==> src/rtl/uart_pkg.sv <==
// rtl/uart_pkg.sv - shared UART frame constants and RX state encoding
package uart_pkg;
    localparam int DATA_BITS = 8;
    localparam logic START_BIT = 1'b0;
    localparam logic STOP_BIT  = 1'b1;
    localparam logic LINE_IDLE = 1'b1;
`ifdef UART_RX_PARITY_EN
    localparam int FRAME_BITS = 11;
`else
    localparam int FRAME_BITS = 10;
`endif

    localparam logic [2:0] RX_IDLE   = 3'd0;
    localparam logic [2:0] RX_START  = 3'd1;
    localparam logic [2:0] RX_DATA   = 3'd2;
    localparam logic [2:0] RX_PARITY = 3'd3;
    localparam logic [2:0] RX_STOP   = 3'd4;
    localparam logic [2:0] RX_BREAK  = 3'd5;

    typedef enum logic [2:0] {
        S_IDLE   = RX_IDLE,
        S_START  = RX_START,
        S_DATA   = RX_DATA,
        S_PARITY = RX_PARITY,
        S_STOP   = RX_STOP,
        S_BREAK  = RX_BREAK
    } rx_state_t;

    // Value of the even-parity bit that makes the total count of ones even.
    function automatic logic even_parity(input logic [DATA_BITS-1:0] d);
        return ^d;
    endfunction
endpackage

==> src/rtl/uart_rx_sync.sv <==
// rtl/uart_rx_sync.sv - 2-flop synchronizer with configurable reset level
module uart_rx_sync #(
    parameter logic RESET_VAL = 1'b1
) (
    input  logic clk,
    input  logic rst,
    input  logic d,
    output logic q
);
    logic [1:0] ff;

    always_ff @(posedge clk) begin
        if (rst)
            ff <= {2{RESET_VAL}};
        else
            ff <= {ff[0], d};
    end

    assign q = ff[1];
endmodule

==> src/rtl/uart_rx.sv <==
// rtl/uart_rx.sv - UART receiver, 8N1 or 8E1 frames, mid-bit sampling
// Optional even parity compiled in with UART_RX_PARITY_EN.
module uart_rx
    import uart_pkg::*;
#(
    parameter int CLKS_PER_BIT = 10417
) (
    input  logic       i_Clock,
    input  logic       i_Rst_L,
    input  logic       i_RX_Serial,
    output logic       o_RX_DV,
    output logic [7:0] o_RX_Byte,
    output logic       o_RX_Active,
    output logic       o_RX_Frame_Err,
    output logic       o_RX_Parity_Err
);
    localparam int CW = $clog2(CLKS_PER_BIT);
    localparam logic [CW-1:0] HALF = CW'((CLKS_PER_BIT - 1) / 2);
    localparam logic [CW-1:0] LAST = CW'(CLKS_PER_BIT - 1);
    localparam logic [2:0]    LAST_IDX = 3'(DATA_BITS - 1);

    logic rx_s;

    uart_rx_sync #(.RESET_VAL(LINE_IDLE)) u_sync (
        .clk (i_Clock),
        .rst (i_Rst_L),
        .d   (i_RX_Serial),
        .q   (rx_s)
    );

    rx_state_t      state, state_n;
    logic [CW-1:0]  cnt, cnt_n;
    logic [2:0]     idx, idx_n;
    logic [7:0]     shreg, shreg_n;
    logic [7:0]     rx_byte, rx_byte_n;
    logic           dv, dv_n;
    logic           ferr, ferr_n;
`ifdef UART_RX_PARITY_EN
    logic           par_bad, par_bad_n;
    logic           perr, perr_n;
`endif

    always_ff @(posedge i_Clock) begin
        if (i_Rst_L) begin
            state   <= S_IDLE;
            cnt     <= '0;
            idx     <= '0;
            shreg   <= '0;
            rx_byte <= '0;
            dv      <= 1'b0;
            ferr    <= 1'b0;
`ifdef UART_RX_PARITY_EN
            par_bad <= 1'b0;
            perr    <= 1'b0;
`endif
        end else begin
            state   <= state_n;
            cnt     <= cnt_n;
            idx     <= idx_n;
            shreg   <= shreg_n;
            rx_byte <= rx_byte_n;
            dv      <= dv_n;
            ferr    <= ferr_n;
`ifdef UART_RX_PARITY_EN
            par_bad <= par_bad_n;
            perr    <= perr_n;
`endif
        end
    end

    always_comb begin
        state_n   = state;
        cnt_n     = cnt;
        idx_n     = idx;
        shreg_n   = shreg;
        rx_byte_n = rx_byte;
        dv_n      = 1'b0;
        ferr_n    = 1'b0;
`ifdef UART_RX_PARITY_EN
        par_bad_n = par_bad;
        perr_n    = 1'b0;
`endif
        case (state)
            S_IDLE: begin
                cnt_n = '0;
                idx_n = '0;
`ifdef UART_RX_PARITY_EN
                par_bad_n = 1'b0;
`endif
                if (rx_s == START_BIT)
                    state_n = S_START;
            end
            // A start bit that rises before mid-bit is a glitch; drop it at once.
            S_START: begin
                if (rx_s != START_BIT) begin
                    state_n = S_IDLE;
                    cnt_n   = '0;
                end else if (cnt == HALF) begin
                    state_n = S_DATA;
                    cnt_n   = '0;
                end else begin
                    cnt_n = cnt + 1'b1;
                end
            end
            S_DATA: begin
                if (cnt == LAST) begin
                    cnt_n          = '0;
                    shreg_n[idx]   = rx_s;
                    if (idx == LAST_IDX) begin
                        idx_n = '0;
`ifdef UART_RX_PARITY_EN
                        state_n = S_PARITY;
`else
                        state_n = S_STOP;
`endif
                    end else begin
                        idx_n = idx + 1'b1;
                    end
                end else begin
                    cnt_n = cnt + 1'b1;
                end
            end
`ifdef UART_RX_PARITY_EN
            S_PARITY: begin
                if (cnt == LAST) begin
                    cnt_n     = '0;
                    par_bad_n = (rx_s != even_parity(shreg));
                    state_n   = S_STOP;
                end else begin
                    cnt_n = cnt + 1'b1;
                end
            end
`endif
            // Leaving at mid stop bit leaves half a bit to catch a back-to-back start.
            S_STOP: begin
                if (cnt == LAST) begin
                    cnt_n = '0;
                    if (rx_s == STOP_BIT) begin
`ifdef UART_RX_PARITY_EN
                        if (par_bad) begin
                            perr_n = 1'b1;
                        end else begin
                            dv_n      = 1'b1;
                            rx_byte_n = shreg;
                        end
`else
                        dv_n      = 1'b1;
                        rx_byte_n = shreg;
`endif
                        state_n = S_IDLE;
                    end else begin
                        ferr_n  = 1'b1;
                        state_n = S_BREAK;
                    end
                end else begin
                    cnt_n = cnt + 1'b1;
                end
            end
            S_BREAK: begin
                cnt_n = '0;
                if (rx_s == LINE_IDLE)
                    state_n = S_IDLE;
            end
            default: begin
                state_n = S_IDLE;
                cnt_n   = '0;
            end
        endcase
    end

    assign o_RX_DV        = dv;
    assign o_RX_Byte      = rx_byte;
    assign o_RX_Frame_Err = ferr;
    assign o_RX_Active    = (state == S_START) || (state == S_DATA) ||
                            (state == S_PARITY) || (state == S_STOP);
`ifdef UART_RX_PARITY_EN
    assign o_RX_Parity_Err = perr;
`else
    assign o_RX_Parity_Err = 1'b0;
`endif
endmodule

==> config.mk <==
export PLATFORM = sky130hd
export DESIGN_NAME = uart_rx
export DESIGN_NICKNAME = d
export VERILOG_FILES = /design/src/rtl/uart_pkg.sv /design/src/rtl/uart_rx_sync.sv /design/src/rtl/uart_rx.sv
export SDC_FILE = /design/constraint.sdc
export NUM_CORES = 1
export LEC_CHECK = 0
export ABC_CLOCK_PERIOD_IN_PS = 2170
export CORE_ASPECT_RATIO = 1.25
export CORE_MARGIN = 1.5
export CORE_UTILIZATION = 28
export DETAILED_ROUTE_END_ITERATION = 10
export DONT_BUFFER_PORTS = 1
export PLACE_DENSITY = 0.44
export REMOVE_ABC_BUFFERS = 1
export SLEW_MARGIN = 10
export SYNTH_ARGS = -nofsm -noshare
export SYNTH_HDL_FRONTEND = slang
export SYNTH_SLANG_ARGS = --single-unit
==> constraint.sdc <==
create_clock -name i_Clock -period 2.17 [get_ports i_Clock]
set_input_delay 0.1085 -clock i_Clock [delete_from_list [all_inputs] [get_ports i_Clock]]
set_output_delay 0.1085 -clock i_Clock [all_outputs]
set_load 0.02 [all_outputs]
==> results of run 1 <==
## worst paths after layout
check / cells after the start / slack (ns) / to / start
max: 5 / 0.27 / idx[0]$_SDFFE_PP0P_ / cnt[9]$_SDFF_PP0_
min reg2reg: 1 / 0.42 / u_sync.ff[1]$_SDFF_PP1_ / u_sync.ff[0]$_SDFF_PP1_
max reg2reg: 5 / 0.27 / idx[0]$_SDFFE_PP0P_ / cnt[9]$_SDFF_PP0_
min: 3 / 0.05 / state[1]$_SDFFE_PP0P_ / i_Rst_L
## critical path: stages (launching register included)
cell and delay (ns):
sky130_fd_sc_hd__dfxtp_1 0.36, sky130_fd_sc_hd__nor4b_4 0.37, sky130_fd_sc_hd__and4_1 0.46, sky130_fd_sc_hd__mux2_2 0.38, sky130_fd_sc_hd__a22oi_1 0.14, sky130_fd_sc_hd__nor2_1 0.05
## sequential cells by signal (all words and copies together) (netlist names)
register	cells
shreg	8
state	3
o_RX_Byte	8
idx	3
cnt	14
o_RX_Frame_Err	1
o_RX_DV	1
u_sync.ff	2
## kinds of logic (layout without fill, tap and decap cells)
logic type      Yosys count  after routing  share of synthesized area [%]
buf+inv                  16             18                           5.81
compound gates           16             16                           5.67
flops                    40             40                           41.7
fa+ha+maj                 4              4                           2.61
mux                      18             18                           9.52
other cells               1              1                          0.196
xor+xnor                 15             15                           6.85
simple gates             94             94                           27.6
## synthesized netlist by cell type, drive strengths merged
cell type / instances / area [µm²]
a211o: 1 / 8.76
a21oi: 5 / 25.0
a22o: 1 / 8.76
a22oi: 3 / 22.5
a32oi: 1 / 8.76
and3: 6 / 40.0
and4: 1 / 8.76
and4bb: 2 / 25.0
buf: 8 / 70.1
clkbuf: 1 / 7.51
clkdlybuf4s50: 1 / 11.3
conb: 1 / 3.75
dfxtp: 40 / 801
ha: 4 / 50.1
inv: 6 / 22.5
mux2: 2 / 22.5
mux2i: 16 / 160
nand2: 9 / 33.8
nand2b: 4 / 25.0
nand3: 4 / 20.0
nand4: 8 / 80.1
nand4b: 1 / 8.76
nor2: 42 / 158
nor2b: 1 / 6.26
nor3: 2 / 10.0
nor3b: 1 / 7.51
nor4: 6 / 37.5
nor4b: 1 / 23.8
nor4bb: 2 / 20.0
o2111ai: 1 / 15.0
o21ai: 4 / 20.0
or2: 4 / 25.0
xnor2: 8 / 70.1
xor2: 7 / 61.3
## final cells by class
| type | instances | area [µm²] |
|---|---|---|
| multi-input cells | 148 | 1010 |
| clock buffers | 5 | 68.8 |
| fillers | 722 | 4520 |
| clock inverters | 3 | 47.5 |
| repair buffers | 4 | 35.0 |
| well taps | 87 | 109 |
| inverters | 6 | 22.5 |
| flip-flops and latches | 40 | 801 |
## power groups by stage
stage,Clock (mW),Sequential (mW),Combinational (mW)
after global placement,0,0.757,0.0266
after detailed placement,0,0.757,0.0265
after global routing,0.684,0.740,0.0399
final,0.623,0.739,0.0360
after floorplan,0,0.757,0.0190
after CTS,0.651,0.740,0.0364
## cells in the final DEF (no fill, tap or decap), drive strengths merged, types with 2 or more instances in the layout
cell type	instances
or2	4
mux2i	16
xnor2	8
nor4	6
and3	6
buf	2
dfxtp	40
clkinv	2
clkbuf	5
o21ai	4
nand3	4
nand2	9
nand4	8
mux2	2
ha	4
inv	6
nor4bb	2
dlygate4sd3	2
a21oi	5
and4bb	2
nor3	2
nand2b	4
a22oi	3
nor2	42
xor2	7
## metrics by stage
| step | setup WS [ns] | total power [mW] | utilization, % |
|---|---|---|---|
| CTS | 0.251 | 1.43 | 31.6 |
| global placement | 0.296 | 0.784 | 29.6 |
| detailed placement | 0.302 | 0.783 | 29.6 |
| finish | 0.273 | 1.40 | 31.6 |
| global route | 0.111 | 1.46 | 31.6 |
| floorplan | 0.431 | 0.776 | - |
## metal layers
layer | wire length [µm] | track usage [%] | vias up
met4 | 47 | 4.09 | 0
met1 | 1680 | 12.5 | 671
met2 | 1870 | 19.8 | 14
met3 | 91 | 3.25 | 4
met5 | 0 | 0 | -
li1 | - | - | 698
==> insert_results.sql, run 1 <==
INSERT INTO impl_metrics (metric_group, metric, value, unit) VALUES
('run_status', 'status', 'completed', ''),
('global_routing', 'global_route_wire_length_before_repair', '6420', 'µm'),
('yosys', 'yosysSeqAreaShare', '41.7', '%'),
('sta', 'hold_ws', '0.0533', 'ns'),
('detailed_routing', 'drtPass1Iterations', '4', ''),
('sta', 'final_max_slew_viol_count', '0', ''),
('yosys', 'netlist_instances', '204', ''),
('cts', 'buffer_cell_driving_the_clock_tree_root', 'sky130_fd_sc_hd__clkbuf_8', ''),
('cts', 'hold_buffers', '2', ''),
('setup_path', 'sort_of_element_at_the_start_of_the_critical_path', 'flip-flop', ''),
('detailed_routing', 'detail_route.vias_per_cell', '4.73', ''),
('setup_path', 'critical_path_peak_fanout', '8', ''),
('power', 'ir_worst_vdd', '0.411', 'mV'),
('global_routing', 'initial_antenna_violation_count', '0', ''),
('setup_path', 'critPathCaptureType', 'flip-flop', ''),
('flow_run', 'drv_cap', '0', ''),
('power', 'p_seq_share', '52.9', '%'),
('global_routing', 'first_global_vias', '1401', ''),
('placement', 'gp_congestion', '0.829', ''),
('placement', 'hpwl', '2600', 'µm'),
('power', 'comb_power_share', '2.6', '%'),
('power', 'switching_share', '21.8', '%'),
('power', 'powerDensity', '669', 'mW/mm²'),
('sta', 'rsz0062_at_grt', 'no', ''),
('die', 'die_w', '77.0', 'µm'),
('cts', 'worst_setup_hold_path_clk_slew', '0.08', 'ns'),
('final_layout', 'area_growth', '8.94', '%'),
('hold_path', 'worstHoldPathType', 'in2reg', ''),
('final_layout', 'fin_nets', '212', ''),
('setup_path', 'path_class', 'reg2reg', ''),
('cts', 'cts-htree-levels', '2', ''),
('yosys', 'postSynthAreaPerCell', '9.40', 'µm²'),
('cts', 'clk-insertion-delay-late', '0.29', 'ns'),
('global_routing', 'grt_max_degree', '25', ''),
('detailed_routing', 'route.final.wire_length', '3680', 'µm'),
('die', 'core', '0.00661', 'mm²'),
('die', 'ioPinCount', '15', ''),
('detailed_routing', 'antenna_violating_nets_post_route', '0', ''),
('final_layout', 'antenna_cells', '0', ''),
('setup_path', 'worst-endpoint-required', '2.32', 'ns'),
('yosys', 'synth.distinct_cells', '38', ''),
('final_layout', 'fraction_of_layout_instances_using_a_drive_strength_above_1', '11.7', '%'),
('final_layout', 'layout.cell_area.non_filler', '0.00209', 'mm²'),
('yosys', 'syn_area', '0.00192', 'mm²'),
('sta', 'fmax', '0.527', 'GHz'),
('die', 'die_area', '0.00736', 'mm²'),
('sta', 'count_of_endpoints_failing_setup_in_the_final_report', '0', ''),
('power', 'p_switching', '0.305', 'mW'),
('global_routing', 'overflow', '0', ''),
('detailed_routing', 'wire_per_inst', '12.6', 'µm'),
('cts', 'tritoncts.num_buffers', '5', ''),
('detailed_routing', 'remaining_drc_errors', '0', ''),
('sta', 'final.setup_skew', '0.00698', 'ns'),
('cts', 'cts.path.max_buffers', '2', ''),
('placement', 'portBuffers', '0', ''),
('cts', 'ctsResizeCount', '0', ''),
('die', 'rows', '33', ''),
('detailed_routing', 'drt_iter0_drcs', '66', ''),
('placement', 'placed_cells', '283', ''),
('setup_path', 'cp_data_arrival_time', '2.05', 'ns'),
('final_layout', 'layout.cells.non_filler', '293', ''),
('sta', 'final.setup.tns', '0', 'ns'),
('sta', 'timing.final.crit_share', '87.4', '%'),
('sta', 'fin_crit', '1.90', 'ns'),
('yosys', 'yosys_register_bits', '40', ''),
('sta', 'relSlewSlack', '40.8', '%'),
('sta', 'final-hold-violation-count', '0', ''),
('sta', 'worst_slew_pin_slew', '0.885', 'ns'),
('power', 'leakage_dissipation', '0.772', 'nW'),
('global_routing', 'gr-usage-all-layers', '11.0', '%'),
('power', 'clock_power_share', '44.6', '%'),
('detailed_routing', 'route.vias.total', '1387', ''),
('yosys', 'synth.yosys.warnings', '0', ''),
('die', 'floorplan.initialDensity', '29.0', '%'),
('cts', 'cts_sinks', '40', ''),
('cts', 'postCtsSetupRepairBufs', '0', ''),
('placement', 'detailed_place.area', '0.00195', 'mm²'),
('die', 'die_h', '95.5', 'µm'),
('cts', 'cts_tree', 'yes', ''),
('power', 'power.internal', '1.09', 'mW');
Note: power is estimated with default switching activity, not from simulation.
==> run 2, diff against run 1 <==
--- a/config.mk
+++ b/config.mk
@@ -9,6 +9,7 @@
 export CORE_ASPECT_RATIO = 1.25
 export CORE_MARGIN = 1.5
 export CORE_UTILIZATION = 28
+export CTS_BUF_LIST = sky130_fd_sc_hd__clkbuf_16
 export DETAILED_ROUTE_END_ITERATION = 10
 export DONT_BUFFER_PORTS = 1
 export PLACE_DENSITY = 0.44
==> insert_results.sql, run 2 (synthesized netlist as in run 1, its figures left out) <==
INSERT INTO impl_metrics (metric_group, metric, value, unit) VALUES
('detailed_routing', 'route.final.wire_length', '3660', 'µm'),
('final_layout', 'largest_reg_flops', '14', ''),
('die', 'rows', '33', ''),
('setup_path', 'critical_path_peak_fanout', '8', ''),
('cts', 'cts_tree', 'yes', ''),
('setup_path', 'timing.critical_path.max_delay_family', 'simple AND/OR/NAND/NOR gates', ''),
('power', 'ir_worst_vdd', '0.493', 'mV'),
('global_routing', 'grt_max_degree', '25', ''),
('setup_path', 'worst-endpoint-required', '2.31', 'ns'),
('run_status', 'status', 'completed', ''),
('cts', 'cts.path.max_buffers', '2', ''),
('sta', 'timing.final.crit_share', '87.1', '%'),
('cts', 'cts-htree-levels', '2', ''),
('global_routing', 'overflow', '0', ''),
('setup_path', 'setup.reg_to_reg.worst_slack', '0.28', 'ns'),
('cts', 'cts_sinks', '40', ''),
('setup_path', 'path_class', 'reg2reg', ''),
('setup_path', 'cp_num_buf_inv', '0', ''),
('setup_path', 'crit_path_max_incr_delay', '0.46', 'ns'),
('global_routing', 'initial_antenna_violation_count', '0', ''),
('final_layout', 'area_growth', '11.9', '%'),
('die', 'die_w', '77.0', 'µm'),
('detailed_routing', 'drt_iter0_drcs', '68', ''),
('sta', 'rsz0062_at_grt', 'no', ''),
('final_layout', 'registers.top_by_ff_count', 'cnt', ''),
('setup_path', 'cp_cell_sequence', 'nor4b_4 -> and4_1 -> mux2_2 -> a22oi_1 -> nor2_1', ''),
('cts', 'worst_setup_hold_path_clk_slew', '0.06', 'ns'),
('sta', 'final_max_slew_viol_count', '0', ''),
('placement', 'portBuffers', '0', ''),
('sta', 'final.setup_skew', '0.00428', 'ns'),
('sta', 'fin_crit', '1.89', 'ns'),
('cts', 'buffer_cell_driving_the_clock_tree_root', 'sky130_fd_sc_hd__clkbuf_16', ''),
('die', 'core', '0.00661', 'mm²'),
('die', 'die_h', '95.5', 'µm'),
('detailed_routing', 'drtPass1Iterations', '4', ''),
('final_layout', 'antenna_cells', '0', ''),
('setup_path', 'sort_of_element_at_the_start_of_the_critical_path', 'flip-flop', ''),
('sta', 'fmax', '0.529', 'GHz'),
('die', 'die_area', '0.00736', 'mm²'),
('detailed_routing', 'remaining_drc_errors', '0', ''),
('sta', 'final-hold-violation-count', '0', ''),
('die', 'floorplan.initialDensity', '29.0', '%'),
('sta', 'worst_slew_pin_slew', '0.857', 'ns'),
('final_layout', 'most-common-layout-cells', 'sky130_fd_sc_hd__nor2_1 (42), sky130_fd_sc_hd__dfxtp_1 (40), sky130_fd_sc_hd__mux2i_1 (16)', ''),
('hold_path', 'worstHoldPathType', 'in2reg', ''),
('final_layout', 'fin_nets', '212', ''),
('global_routing', 'global_route_wire_length_before_repair', '6430', 'µm'),
('final_layout', 'fraction_of_layout_instances_using_a_drive_strength_above_1', '11.7', '%'),
('cts', 'clk-insertion-delay-late', '0.28', 'ns'),
('setup_path', 'cpMaxStageDelayCell', 'sky130_fd_sc_hd__and4_1', ''),
('sta', 'relSlewSlack', '42.7', '%'),
('cts', 'tritoncts.num_buffers', '5', ''),
('setup_path', 'rr_worst_depth', '5', ''),
('cts', 'ctsResizeCount', '0', ''),
('die', 'ioPinCount', '15', ''),
('flow_run', 'drv_cap', '0', ''),
('detailed_routing', 'wire_per_inst', '12.5', 'µm'),
('global_routing', 'gr-usage-all-layers', '11.1', '%'),
('placement', 'hpwl', '2600', 'µm'),
('placement', 'gp_congestion', '0.829', ''),
('setup_path', 'cp_data_arrival_time', '2.03', 'ns'),
('setup_path', 'critical_path_cell_count', '5', ''),
('detailed_routing', 'detail_route.vias_per_cell', '4.72', ''),
('hold_path', 'worst_hold_path.num_cells', '3', ''),
('power', 'powerDensity', '756', 'mW/mm²'),
('final_layout', 'final_common_cell', 'sky130_fd_sc_hd__nor2_1', ''),
('setup_path', 'critPathCaptureType', 'flip-flop', ''),
('detailed_routing', 'antenna_violating_nets_post_route', '0', ''),
('sta', 'final.setup.tns', '0', 'ns'),
('global_routing', 'first_global_vias', '1395', ''),
('sta', 'count_of_endpoints_failing_setup_in_the_final_report', '0', ''),
('detailed_routing', 'route.vias.total', '1384', ''),
('power', 'leakage_dissipation', '0.798', 'nW'),
('sta', 'hold_ws', '0.0735', 'ns');
[run 2: cell counts in the layout (fill, tap and decap cells not counted)]
No cell type changed its count.
[run 2: power breakdown]
part | total, mW | switching, mW | internal [mW]
Clock | 0.846 | 0.300 | 0.546
Combinational | 0.0356 | 0.0245 | 0.0111
Sequential | 0.740 | 0.00332 | 0.737
[run 2: worst min-delay path, delay by kind of cell]
kind | cells | cell delay, ns
and+or+nand+nor | 2 | 0.14
buffers and inverters | 1 | 0.06
[run 2: final cells by class]
| type | instances | area (µm²) |
|---|---|---|
| clock buffer | 5 | 125 |
| clock inverter | 3 | 47.5 |
| fill | 718 | 4460 |
| inverter | 6 | 22.5 |
| multi-input combinational | 148 | 1010 |
| sequential | 40 | 801 |
| tap | 87 | 109 |
| timing repair buffer | 4 | 35.0 |
[run 2: repair_timing]
action / CTS / global route
hold buffers: 2 / 0
buffers inserted: 0 / 0
hold endpoints to repair: 24 / 0
[run 2: stage by stage]
step | power (mW) | cell area (µm²) | utilization, % | cells | worst slack [ns]
floorplan | 0.776 | 1830 | - | 194 | 0.431
finish | 1.62 | 2150 | 32.5 | 293 | 0.281
detailed placement | 0.783 | 1950 | 29.6 | 283 | 0.302
global placement | 0.784 | 1950 | 29.6 | 283 | 0.296
CTS | 1.65 | 2150 | 32.5 | 293 | 0.252
global route | 1.69 | 2150 | 32.5 | 293 | 0.128
[run 2: layer usage]
metal  wire, µm  GRT usage (%)  up-vias
met1       1650           12.5      658
li1           -              -      704
met4         59           4.55        0
met5          0              0        -
met3        133           3.25        6
met2       1820           19.6       16
[run 2: final timing paths]
kind	from	end
max	cnt[9]$_SDFF_PP0_	idx[0]$_SDFFE_PP0P_
min	i_Rst_L	state[1]$_SDFFE_PP0P_
max reg2reg	cnt[9]$_SDFF_PP0_	idx[0]$_SDFFE_PP0P_
min reg2reg	u_sync.ff[0]$_SDFF_PP1_	u_sync.ff[1]$_SDFF_PP1_
